<file path="src/rtl/conway_window_gen_pkg.sv">
// conway_pkg: shared constants for the Conway 3x3 window generator.
//   NBR_A..NBR_H : bit positions of the eight neighbours inside out_nbr
//                  ({A..H} = {NW,N,NE,W,E,SW,S,SE}, A in bit 7)
//   LOAD_FIRST/LOAD/EMIT/EMIT_LAST : FSM state encoding
//   DEF_GRID_W/DEF_GRID_H          : default grid size
package conway_pkg;
  localparam int NBR_A = 7;
  localparam int NBR_B = 6;
  localparam int NBR_C = 5;
  localparam int NBR_D = 4;
  localparam int NBR_E = 3;
  localparam int NBR_F = 2;
  localparam int NBR_G = 1;
  localparam int NBR_H = 0;

  localparam logic [1:0] LOAD_FIRST = 2'd0;
  localparam logic [1:0] LOAD       = 2'd1;
  localparam logic [1:0] EMIT       = 2'd2;
  localparam logic [1:0] EMIT_LAST  = 2'd3;

  localparam int DEF_GRID_W = 16;
  localparam int DEF_GRID_H = 16;
endpackage

</file>
<file path="src/rtl/conway_window_gen_if.sv">
// conway_window_gen_if: cell-stream input and window output of the generator.
//   in_valid/in_ready/in_cell          : raster-order cell stream
//   out_valid/out_ready                : window handshake
//   out_nbr/out_self/out_row/out_col/out_last : window payload
// Modports: slave = generator side, master = producer/consumer environment.
interface conway_window_gen_if
  import conway_pkg::*;
#(
  parameter int GRID_W = DEF_GRID_W,
  parameter int GRID_H = DEF_GRID_H
);
  localparam int COL_W = $clog2(GRID_W);
  localparam int ROW_W = (GRID_H > 1) ? $clog2(GRID_H) : 1;

  logic             in_valid;
  logic             in_ready;
  logic             in_cell;
  logic             out_valid;
  logic             out_ready;
  logic [7:0]       out_nbr;
  logic             out_self;
  logic [ROW_W-1:0] out_row;
  logic [COL_W-1:0] out_col;
  logic             out_last;

  modport slave (
    input  in_valid, in_cell, out_ready,
    output in_ready, out_valid, out_nbr, out_self, out_row, out_col, out_last
  );

  modport master (
    output in_valid, in_cell, out_ready,
    input  in_ready, out_valid, out_nbr, out_self, out_row, out_col, out_last
  );
endinterface

</file>
<file path="src/rtl/conway_window_gen_row_shift.sv">
// conway_row_shift: serial-in row register with beat counter.
//   clk, rst  : clock, synchronous active-high reset
//   shift_en  : accept bit_in this cycle
//   bit_in    : incoming cell, column order 0..GRID_W-1
//   row_full  : complete row including bit_in (meaningful when row_done)
//   row_done  : this beat completes a row
module conway_row_shift #(
  parameter int GRID_W = 16
) (
  input  logic              clk,
  input  logic              rst,
  input  logic              shift_en,
  input  logic              bit_in,
  output logic [GRID_W-1:0] row_full,
  output logic              row_done
);
  localparam int CNT_W = $clog2(GRID_W);
  localparam logic [CNT_W-1:0] LAST_BEAT = CNT_W'(GRID_W - 1);

  // Cells enter at the top and move down, so column 0 ends in bit 0.
  logic [GRID_W-2:0] shreg;
  logic [CNT_W-1:0]  beat;

  assign row_full = {bit_in, shreg};
  assign row_done = shift_en && (beat == LAST_BEAT);

  always_ff @(posedge clk) begin
    if (rst) begin
      shreg <= '0;
      beat  <= '0;
    end else if (shift_en) begin
      shreg <= row_full[GRID_W-1:1];
      beat  <= row_done ? '0 : beat + 1'b1;
    end
  end
endmodule

</file>
<file path="src/rtl/conway_window_gen.sv">
// conway_window_gen: buffers three rows of a raster cell stream and emits one
// registered 3x3 neighbourhood per cell in raster order, dead padding at edges.
//   clk, rst : clock, synchronous active-high reset
//   bus      : conway_window_gen_if.slave (cell stream in, windows out)
//   pop_count/pop_valid : only with ALIVE_COUNT_EN defined; alive-cell count of
//                         the frame, pulsed after the final input beat.
module conway_window_gen
  import conway_pkg::*;
#(
  parameter int GRID_W = DEF_GRID_W,
  parameter int GRID_H = DEF_GRID_H
) (
  input  logic clk,
  input  logic rst,
  conway_window_gen_if.slave bus
`ifdef ALIVE_COUNT_EN
  ,
  output logic [$clog2(GRID_W*GRID_H+1)-1:0] pop_count,
  output logic                               pop_valid
`endif
);
  localparam int COL_W = $clog2(GRID_W);
  localparam int ROW_W = (GRID_H > 1) ? $clog2(GRID_H) : 1;
  localparam logic [COL_W-1:0] LAST_COL = COL_W'(GRID_W - 1);
  localparam logic [ROW_W-1:0] LAST_ROW = ROW_W'(GRID_H - 1);

  logic [1:0]        state;
  logic [ROW_W-1:0]  r, r_nx;
  logic [GRID_W-1:0] prev_row, cur_row, nxt_row, row_full;
  logic              row_done, in_fire, out_fire;
  logic [COL_W-1:0]  col_nx;

  logic              in_ready_q, out_valid_q, out_self_q, out_last_q;
  logic [7:0]        out_nbr_q;
  logic [ROW_W-1:0]  out_row_q;
  logic [COL_W-1:0]  out_col_q;

  assign in_fire  = bus.in_valid & in_ready_q;
  assign out_fire = out_valid_q & bus.out_ready;
  assign r_nx     = r + 1'b1;
  assign col_nx   = out_col_q + 1'b1;

  assign bus.in_ready  = in_ready_q;
  assign bus.out_valid = out_valid_q;
  assign bus.out_nbr   = out_nbr_q;
  assign bus.out_self  = out_self_q;
  assign bus.out_row   = out_row_q;
  assign bus.out_col   = out_col_q;
  assign bus.out_last  = out_last_q;

  conway_row_shift #(.GRID_W(GRID_W)) u_row_shift (
    .clk      (clk),
    .rst      (rst),
    .shift_en (in_fire),
    .bit_in   (bus.in_cell),
    .row_full (row_full),
    .row_done (row_done)
  );

  // Returns {nbr[7:0], self}. Rows are padded with a dead cell on each side so
  // a 3-bit slice starting at col always holds {col+1, col, col-1}.
  function automatic logic [8:0] window(input logic [GRID_W-1:0] p,
                                        input logic [GRID_W-1:0] c,
                                        input logic [GRID_W-1:0] n,
                                        input logic [COL_W-1:0]  col);
    logic [2:0] pw, cw, nw;
    logic [7:0] nbr;
    pw = 3'({1'b0, p, 1'b0} >> col);
    cw = 3'({1'b0, c, 1'b0} >> col);
    nw = 3'({1'b0, n, 1'b0} >> col);
    nbr = '0;
    nbr[NBR_A] = pw[0];
    nbr[NBR_B] = pw[1];
    nbr[NBR_C] = pw[2];
    nbr[NBR_D] = cw[0];
    nbr[NBR_E] = cw[2];
    nbr[NBR_F] = nw[0];
    nbr[NBR_G] = nw[1];
    nbr[NBR_H] = nw[2];
    return {nbr, cw[1]};
  endfunction

  always_ff @(posedge clk) begin
    if (rst) begin
      state       <= LOAD_FIRST;
      r           <= '0;
      prev_row    <= '0;
      cur_row     <= '0;
      nxt_row     <= '0;
      in_ready_q  <= 1'b0;
      out_valid_q <= 1'b0;
      out_nbr_q   <= '0;
      out_self_q  <= 1'b0;
      out_row_q   <= '0;
      out_col_q   <= '0;
      out_last_q  <= 1'b0;
    end else begin
      case (state)
        LOAD_FIRST: begin
          in_ready_q <= 1'b1;
          if (row_done) begin
            prev_row <= '0;
            cur_row  <= row_full;
            if (GRID_H == 1) begin
              // Single-row frame: emit straight away with dead rows above/below.
              nxt_row                 <= '0;
              state                   <= EMIT_LAST;
              in_ready_q              <= 1'b0;
              {out_nbr_q, out_self_q} <= window('0, row_full, '0, '0);
              out_valid_q             <= 1'b1;
              out_row_q               <= '0;
              out_col_q               <= '0;
              out_last_q              <= 1'b0;
            end else begin
              state <= LOAD;
            end
          end
        end
        LOAD: begin
          if (row_done) begin
            nxt_row                 <= row_full;
            state                   <= EMIT;
            in_ready_q              <= 1'b0;
            {out_nbr_q, out_self_q} <= window(prev_row, cur_row, row_full, '0);
            out_valid_q             <= 1'b1;
            out_row_q               <= r;
            out_col_q               <= '0;
            out_last_q              <= 1'b0;
          end
        end
        EMIT, EMIT_LAST: begin
          if (out_fire) begin
            if (out_col_q != LAST_COL) begin
              {out_nbr_q, out_self_q} <= window(prev_row, cur_row, nxt_row, col_nx);
              out_col_q               <= col_nx;
              out_last_q              <= (state == EMIT_LAST) && (col_nx == LAST_COL);
            end else if (state == EMIT) begin
              prev_row <= cur_row;
              cur_row  <= nxt_row;
              r        <= r_nx;
              if (r_nx == LAST_ROW) begin
                // Last row is already buffered: start its windows without a gap.
                nxt_row                 <= '0;
                state                   <= EMIT_LAST;
                {out_nbr_q, out_self_q} <= window(cur_row, nxt_row, '0, '0);
                out_row_q               <= r_nx;
                out_col_q               <= '0;
                out_last_q              <= 1'b0;
              end else begin
                state       <= LOAD;
                out_valid_q <= 1'b0;
                in_ready_q  <= 1'b1;
              end
            end else begin
              state       <= LOAD_FIRST;
              r           <= '0;
              prev_row    <= '0;
              out_valid_q <= 1'b0;
              out_last_q  <= 1'b0;
              in_ready_q  <= 1'b1;
            end
          end
        end
        default: state <= LOAD_FIRST;
      endcase
    end
  end

`ifdef ALIVE_COUNT_EN
  localparam int POP_W = $clog2(GRID_W*GRID_H+1);
  logic [POP_W-1:0] pop_acc;
  logic             frame_end;

  // The final beat of a frame completes row H-1.
  assign frame_end = row_done &&
                     (((state == LOAD_FIRST) && (GRID_H == 1)) ||
                      ((state == LOAD) && (r_nx == LAST_ROW)));

  always_ff @(posedge clk) begin
    if (rst) begin
      pop_acc   <= '0;
      pop_count <= '0;
      pop_valid <= 1'b0;
    end else begin
      pop_valid <= 1'b0;
      pop_count <= '0;
      if (in_fire) begin
        if (frame_end) begin
          pop_count <= pop_acc + POP_W'(bus.in_cell);
          pop_valid <= 1'b1;
          pop_acc   <= '0;
        end else begin
          pop_acc <= pop_acc + POP_W'(bus.in_cell);
        end
      end
    end
  end
`endif
endmodule
</file>
<file path="src/flat_wrapper.sv">
// flat-port wrapper written by rule: the top's interface ports become plain ports
module conway_window_gen_flat import conway_pkg::*;
#(
  parameter int GRID_W = DEF_GRID_W,
  parameter int GRID_H = DEF_GRID_H
)
  (clk, rst, bus_in_valid, bus_in_cell, bus_out_ready, bus_in_ready, bus_out_valid, bus_out_nbr, bus_out_self, bus_out_row, bus_out_col, bus_out_last);
  conway_window_gen_if #(.GRID_W(GRID_W), .GRID_H(GRID_H)) bus_i ();
  input  logic clk;
  input  logic rst;
  input wire logic [$bits(bus_i.in_valid)-1:0] bus_in_valid;
  input wire logic [$bits(bus_i.in_cell)-1:0] bus_in_cell;
  input wire logic [$bits(bus_i.out_ready)-1:0] bus_out_ready;
  output wire logic [$bits(bus_i.in_ready)-1:0] bus_in_ready;
  output wire logic [$bits(bus_i.out_valid)-1:0] bus_out_valid;
  output wire logic [$bits(bus_i.out_nbr)-1:0] bus_out_nbr;
  output wire logic [$bits(bus_i.out_self)-1:0] bus_out_self;
  output wire logic [$bits(bus_i.out_row)-1:0] bus_out_row;
  output wire logic [$bits(bus_i.out_col)-1:0] bus_out_col;
  output wire logic [$bits(bus_i.out_last)-1:0] bus_out_last;
  assign bus_i.in_valid = bus_in_valid;
  assign bus_i.in_cell = bus_in_cell;
  assign bus_i.out_ready = bus_out_ready;
  assign bus_in_ready = bus_i.in_ready;
  assign bus_out_valid = bus_i.out_valid;
  assign bus_out_nbr = bus_i.out_nbr;
  assign bus_out_self = bus_i.out_self;
  assign bus_out_row = bus_i.out_row;
  assign bus_out_col = bus_i.out_col;
  assign bus_out_last = bus_i.out_last;
  conway_window_gen #(.GRID_W(GRID_W), .GRID_H(GRID_H)) u_core (.clk(clk), .rst(rst), .bus(bus_i));
endmodule
</file>
<file path="config.mk">
export PLATFORM = sky130hd
export DESIGN_NAME = conway_window_gen_flat
export DESIGN_NICKNAME = d
export VERILOG_FILES = /design/src/rtl/conway_window_gen_pkg.sv /design/src/rtl/conway_window_gen_if.sv /design/src/rtl/conway_window_gen_row_shift.sv /design/src/rtl/conway_window_gen.sv /design/src/flat_wrapper.sv
export SDC_FILE = /design/constraint.sdc
export NUM_CORES = 1
export LEC_CHECK = 0
export CORE_UTILIZATION = 57
export CTS_CLUSTER_SIZE = 8
export DETAILED_ROUTE_END_ITERATION = 8
export DONT_BUFFER_PORTS = 1
export PLACE_DENSITY_LB_ADDON = 0.12
export SLEW_MARGIN = 20
export SYNTH_ARGS = -nofsm -noshare
export SYNTH_HDL_FRONTEND = slang
export SYNTH_SLANG_ARGS = --single-unit
</file>
<file path="constraint.sdc">
create_clock -name clk -period 2.72 [get_ports clk]
set_clock_uncertainty 0.15 [all_clocks]
set_input_delay 0.544 -clock clk [delete_from_list [all_inputs] [get_ports clk]]
set_output_delay 0.544 -clock clk [all_outputs]
set_load 0.02 [all_outputs]
</file>
==> run metrics, run 1 <==
Longest Clk Path Bufs=2; WL final=12.0 mm; average size of a mapped cell=8.60 µm²; Routed Antenna Nets=0; Die Area=about 8900 µm²; first-pass GRT wire length=19.6 mm; Setup crit start kind=register; via count=4219; fin crit share=94.5%; share of cells above drive strength 1=13.4%; worst slew pin tran=a little over 0.7 ns; status=finished, final reports clean; Die Width=94.3 µm; largest net degree at the start of global routing=95; register area=1860 µm²; vias in the first global route=3903; Starting Density=59.0%; Worst-Skew Late Latency=0.37 ns; # IOs=25; Multi-input gate area=~2800 µm²; Root Buffer Master=clkbuf_8; Slew Limit Headroom=51.7%; post-synthesis sequential area ratio=about two fifths; ys async rst share=0%; Crit. End Element=register; Initial DRT Pass Iterations=5; PnR worst setup slack=0.151 ns; final hold vios=0; CTS HTree Levels=3; f_max=0.389 GHz; Rows=33; buffers added on ports=0; leak pwr=0.00179 µW; post-layout utilization of the core=64.0%; antenna cell count=0; CTS tree=yes; synthesis-to-finish area growth=8.46%; Total Nets Final=564; GRT Total Usage=28.7%; Pwr Total=2540 µW; Vias/cell=6.35; drt wl/cell=approximately 18 µm; Synth top area share=38.4%; YS warnings=0; Cells after DPL=648; Hold-fix buffers, CTS=0; Seq cells post-synth=93; RSZ-0062 raised after global routing=no; max-slew violations=0; crit path kind=register to register; Tmin final=2.57 ns; Worst-path clk slew=0.09 ns; max cap viols=0; Post-synth EDFFs=0; FILL cells=about 750; Syn Std Cell Area=4850 µm²; largest fanout on the critical path=8; Final Non-Filler Cells=around 660; Final Wtd Congestion=0.882; clk sink count=93; worst hold path class=primary input to register; syn_nets=574; Setup Slack @ Placement=0.154 ns; DRC Markers=0; post-DP HPWL=8.14 mm; WP data required=2.82 ns; gr ovfl total=0; Post-CTS Setup Bufs=0; P per Cell Area=483 nW/µm²; Die H=about 94 µm; Cell variety after synth=around 50; initial antenna violation count=0; Fin Setup TNS=0 ns; cts bufs inserted=9; Post-Synthesis Cells=564; top post-synthesis cells by area=dfxtp_1 38%, mux4_2 8.4%, mux2i_1 7.4%; Top FF cell, synth=dfxtp_1; cell type with the highest aggregate area in the netlist=dfxtp_1; Critical Path AT=2.67 ns; Setup violations, final=0; Core ar.=8220 µm²; worst vdd ir=337 µV; drt initial violations=367
[routing by layer]
layer	GRT usage (%)	vias up	share of wire (%)
met5	0	-	0
met1	38.3	2026	45
li1	-	2002	-
met2	44.7	173	46
met3	5.83	18	6.7
met4	12.3	0	2.3
[cells by family (layout without fill, tap and decap cells)]
kind of cell | count (synthesis) | count (layout) | synth area share [%]
flops | 93 | 93 | 38.4
buf+inv | 51 | 46 | 4.82
compound gates | 134 | 134 | 18.1
simple gates | 217 | 217 | 19.3
xor+xnor | 7 | 7 | 1.65
fa+ha+maj | 5 | 5 | 1.29
mux | 57 | 57 | 16.5
[repair_timing]
action | 4_1_cts | 5_1_grt
resized for setup | 0 | 3
endpoints found under the hold margin | 0 | 0
setup endpoints to repair | 0 | 15
[placed cells by master, fill, tap and decap left out, drive strengths merged, types with 2 or more instances in the layout]
cell and instances:
mux4 18, clkbuf 11, dfxtp 93, nor4 3
a32o 2, bufinv 3, a22oi 35, nor2b 6
nor2 86, a31o 2, mux2i 36, inv 6
o22ai 5, clkinv 3, and3 2, a21oi 43
nand3 12, xnor2 4, a311oi 2, ha 5
mux2 3, xor2 3, nor4b 2, o21ai 13
a31oi 2, buf 22, nand2 79, nor3 19
a211oi 20, a211o 3
[where the power goes]
group | internal [µW] | total [µW] | switching [µW]
clock network | 662 | 1150 | 488
logic | 7.65 | 22.1 | 14.4
registers | 1360 | 1370 | 3.38
[registers in the layout, indices dropped and copies added, names as in the netlist, 2 cells and up]
register,cells
u_core.nxt_row,16
u_core.u_row_shift.shreg,15
u_core.r,4
u_core.bus.out_row,4
u_core.u_row_shift.beat,4
u_core.cur_row,16
u_core.bus.out_nbr,8
u_core.prev_row,16
u_core.bus.out_col,4
u_core.state,2
[synth_stat cells (all sizes together) (2+ instances only)]
cell	instances
a211o	3
a211oi	20
a21oi	43
a22oi	35
a311oi	2
a31o	2
a31oi	2
a32o	2
and3	2
buf	24
clkbuf	19
clkinv	2
dfxtp	93
ha	5
inv	6
mux2	3
mux2i	36
mux4	18
nand2	79
nand3	12
nor2	86
nor2b	6
nor3	19
nor4	3
nor4b	2
o21ai	13
o22ai	5
xnor2	4
xor2	3
[final cells by class]
type,count,share of cell area (%)
clock buffers,11,2.88
clock inverters,5,2.02
inverters,8,0.618
multi-input cells,420,52.7
flip-flops and latches,93,35.4
well taps,105,2.50
repair buffers,22,3.85
[worst paths after layout]
path | startpoint | to | slack (ns) | cells after the start
worst max-delay path | u_core.r[1] | u_core.bus.out_nbr[5] | 0.15 | 8
worst min-delay path | rst | u_core.state[1] | 0.08 | 1
worst max register to register | u_core.r[1] | u_core.bus.out_nbr[5] | 0.15 | 8
worst min register to register | u_core.u_row_shift.shreg[0] | u_core.u_row_shift.shreg[0] | 0.31 | 2
[worst max-delay path, stage by stage, from the launching register on]
cell and delay (ns):
dfxtp_1 0.46, ha_1 0.30, nor2b_1 0.25, a21oi_1 0.09, a2bb2oi_1 0.21, a21o_1 0.31
buf_4 0.21, nor4_1 0.37, nor3_1 0.09
[through the flow]
| step | hold WS, ns | instance area, µm² |
|---|---|---|
| 6_report | 0.0808 | 5260 |
| 4_1_cts | 0.0743 | 5250 |
| 3_5_place_dp | 0.296 | 4990 |
| 5_1_grt | 0.0604 | 5260 |
| 2_1_floorplan | 0.282 | 4860 |
| 3_3_place_gp | 0.296 | 4990 |
No activity file was read; power rests on OpenSTA's default activity.
==> run 2, diff against run 1 <==
--- a/config.mk
+++ b/config.mk
@@ -5,7 +5,9 @@
 export SDC_FILE = /design/constraint.sdc
 export NUM_CORES = 1
 export LEC_CHECK = 0
+export CORE_ASPECT_RATIO = 0.9
 export CORE_UTILIZATION = 57
+export CTS_CLUSTER_DIAMETER = 120
 export CTS_CLUSTER_SIZE = 8
 export DETAILED_ROUTE_END_ITERATION = 8
 export DONT_BUFFER_PORTS = 1
==> run 2 against run 1 <==
Effect of this change: global-route usage decreased by 1.5 points; routed wire length decreased by 2.8%; cell area decreased by 1.4%; non-clock buffer count increased by 2; cell count decreased by 0.60%; largest power group unchanged.
==> run metrics, run 2 (synthesis results as in run 1) <==
status=finished, final reports clean; # IOs=25 (unchanged); Worst-path clk slew=0.10 ns (about the same); leak pwr=0.00177 µW (-1.3%); largest net degree at the start of global routing=95 (unchanged); Worst Hold Depth=1 (unchanged); Longest Clk Path Bufs=2 (unchanged); worst r2r path cells=8 (unchanged); Clk pwr share=37.9% (-7.4 points); Routed Antenna Nets=0 (unchanged); Post-CTS Setup Bufs=0 (unchanged); CTS tree=yes; f_max=0.374 GHz (-4.0%); most frequent cells in the layout=92 x dfxtp_1, 84 x nor2_1, 79 x nand2_1; worst slew pin tran=0.824 ns (+0.100 ns); gr ovfl total=0 (unchanged); Setup Slack @ Placement=0.122 ns (-0.0316 ns); largest fanout on the critical path=13 (+5); Die Area=8880 µm² (about the same); PnR worst setup slack=0.0444 ns (-0.106 ns); Final Non-Filler Cells=660 (-0.60%); worst vdd ir=321 µV (-4.9%); Crit. End Element=register; cts bufs inserted=9 (unchanged); P per Cell Area=431 nW/µm² (-11%); drt wl/cell=17.7 µm (-2.2%); drt initial violations=300 (-18%); Vias/cell=6.38 (+0.44%); fin crit share=98.4% (+3.9 points); hold path start=rst; Starting Density=59.6% (+0.52 points); Rows=31 (-6.1%); register area=1860 µm² (unchanged); sequential share of power=61.1% (+7.3 points); Worst-Skew Late Latency=0.37 ns (about the same); RSZ-0062 raised after global routing=yes; final hold vios=0 (unchanged); via count=4212 (-0.17%); antenna cell count=0 (unchanged); post-DP HPWL=8.00 mm (-1.6%); Tmin final=2.68 ns (+0.106 ns); launch point of the worst path=u_core.bus.out_col[0]; Cells after DPL=644 (-0.62%); buffers added on ports=0 (unchanged); GRT Total Usage=27.2% (-1.5 points); Reg-to-Reg Start=u_core.bus.out_col[0]; CTS HTree Levels=3 (unchanged); WP data required=2.86 ns (+0.04 ns); Critical Path AT=2.82 ns (+0.15 ns); first-pass GRT wire length=19.0 mm (-3.1%); worst hold path class=primary input to register; switch share=23.6% (+3.7 points); WL final=11.7 mm (-2.8%); post-layout utilization of the core=63.7% (-0.33 points); Core ar.=8150 µm² (-0.87%); Root Buffer Master=clkbuf_8; clk sink count=93 (unchanged); max-slew violations=0 (unchanged); Slew Limit Headroom=44.8% (-6.9 points); share of cells above drive strength 1=13.7% (+0.31 points); Die Width=99.2 µm (+5.3%); Final Wtd Congestion=0.906 (+2.7%); vias in the first global route=3694 (-5.4%); max cap viols=0 (unchanged); Pwr Total=2240 µW (-12%); Setup violations, final=0 (unchanged); P_sw=529 µW (+4.5%); Int Pwr=1710 µW (-16%); crit path kind=register to register; Top Registers=u_core.cur_row (16), u_core.nxt_row (16), u_core.prev_row (16); combinational group share of total power=1.0% (about the same); Initial DRT Pass Iterations=5 (unchanged); Die H=89.5 µm (-5.0%); initial antenna violation count=0 (unchanged); FILL cells=723 (-4.0%); Multi-input gate area=2780 µm² (+0.18%); Fin Setup TNS=0 ns (unchanged); most common cell after layout, fill and taps aside=dfxtp_1; synthesis-to-finish area growth=6.96%; DRC Markers=0 (unchanged); Setup crit start kind=register; Total Nets Final=566 (+0.35%)
## run 2: cell type report
type                       instances  share of cell area, %
timing repair buffer              24                   4.20
multi-input combinational        420                   53.6
clock inverter                     7                  0.940
clock buffer                       9                   2.39
sequential                        93                   35.9
tap                               99                   2.39
inverter                           8                  0.627
## run 2: power groups by stage
stage	clock, µW	combinational, µW	sequential [µW]
after floorplan	0	32.2	1400
after global placement	0	21.7	1400
after detailed placement	0	22.3	1400
after CTS	865	22.4	1370
after global routing	923	25.1	1370
final	847	22.0	1370
## run 2: path summary, 6_finish.rpt
path | to | slack (ns)
max | u_core.bus.out_nbr[0] | 0.04
min | u_core.bus.out_col[1] | 0.08
max reg2reg | u_core.bus.out_nbr[0] | 0.04
min reg2reg | u_core.u_row_shift.shreg[0] | 0.32
## run 2: worst max-delay path, cell delays in order, from the launching register on
cell and delay (ns):
dfxtp_1 0.34, buf_4 0.18, ha_1 0.25, xnor2_2 0.65, a21oi_1 0.16, a31o_2 0.24
a211o_1 0.31, nor4b_1 0.16, nor3_1 0.16
## run 2: metal layers
layer	share of wire, %	up-vias	GRT usage, %
li1	-	2020	-
met1	46	2018	37.9
met2	45	152	42.6
met3	5.8	22	4.77
met4	2.5	0	10.7
met5	0	-	0
## run 2: through the flow
stage               hold slack, ns  area, µm²
CTS                         0.0748       5170
global route                0.0723       5190
finish                      0.0804       5190
global placement             0.292       5000
floorplan                    0.282       4860
detailed placement           0.300       5000
## run 2: timing repair
| item | CTS | global route |
|---|---|---|
| resized for setup | 0 | 2 |
| setup endpoints to repair | 0 | 26 |
| hold buffers | 0 | 0 |
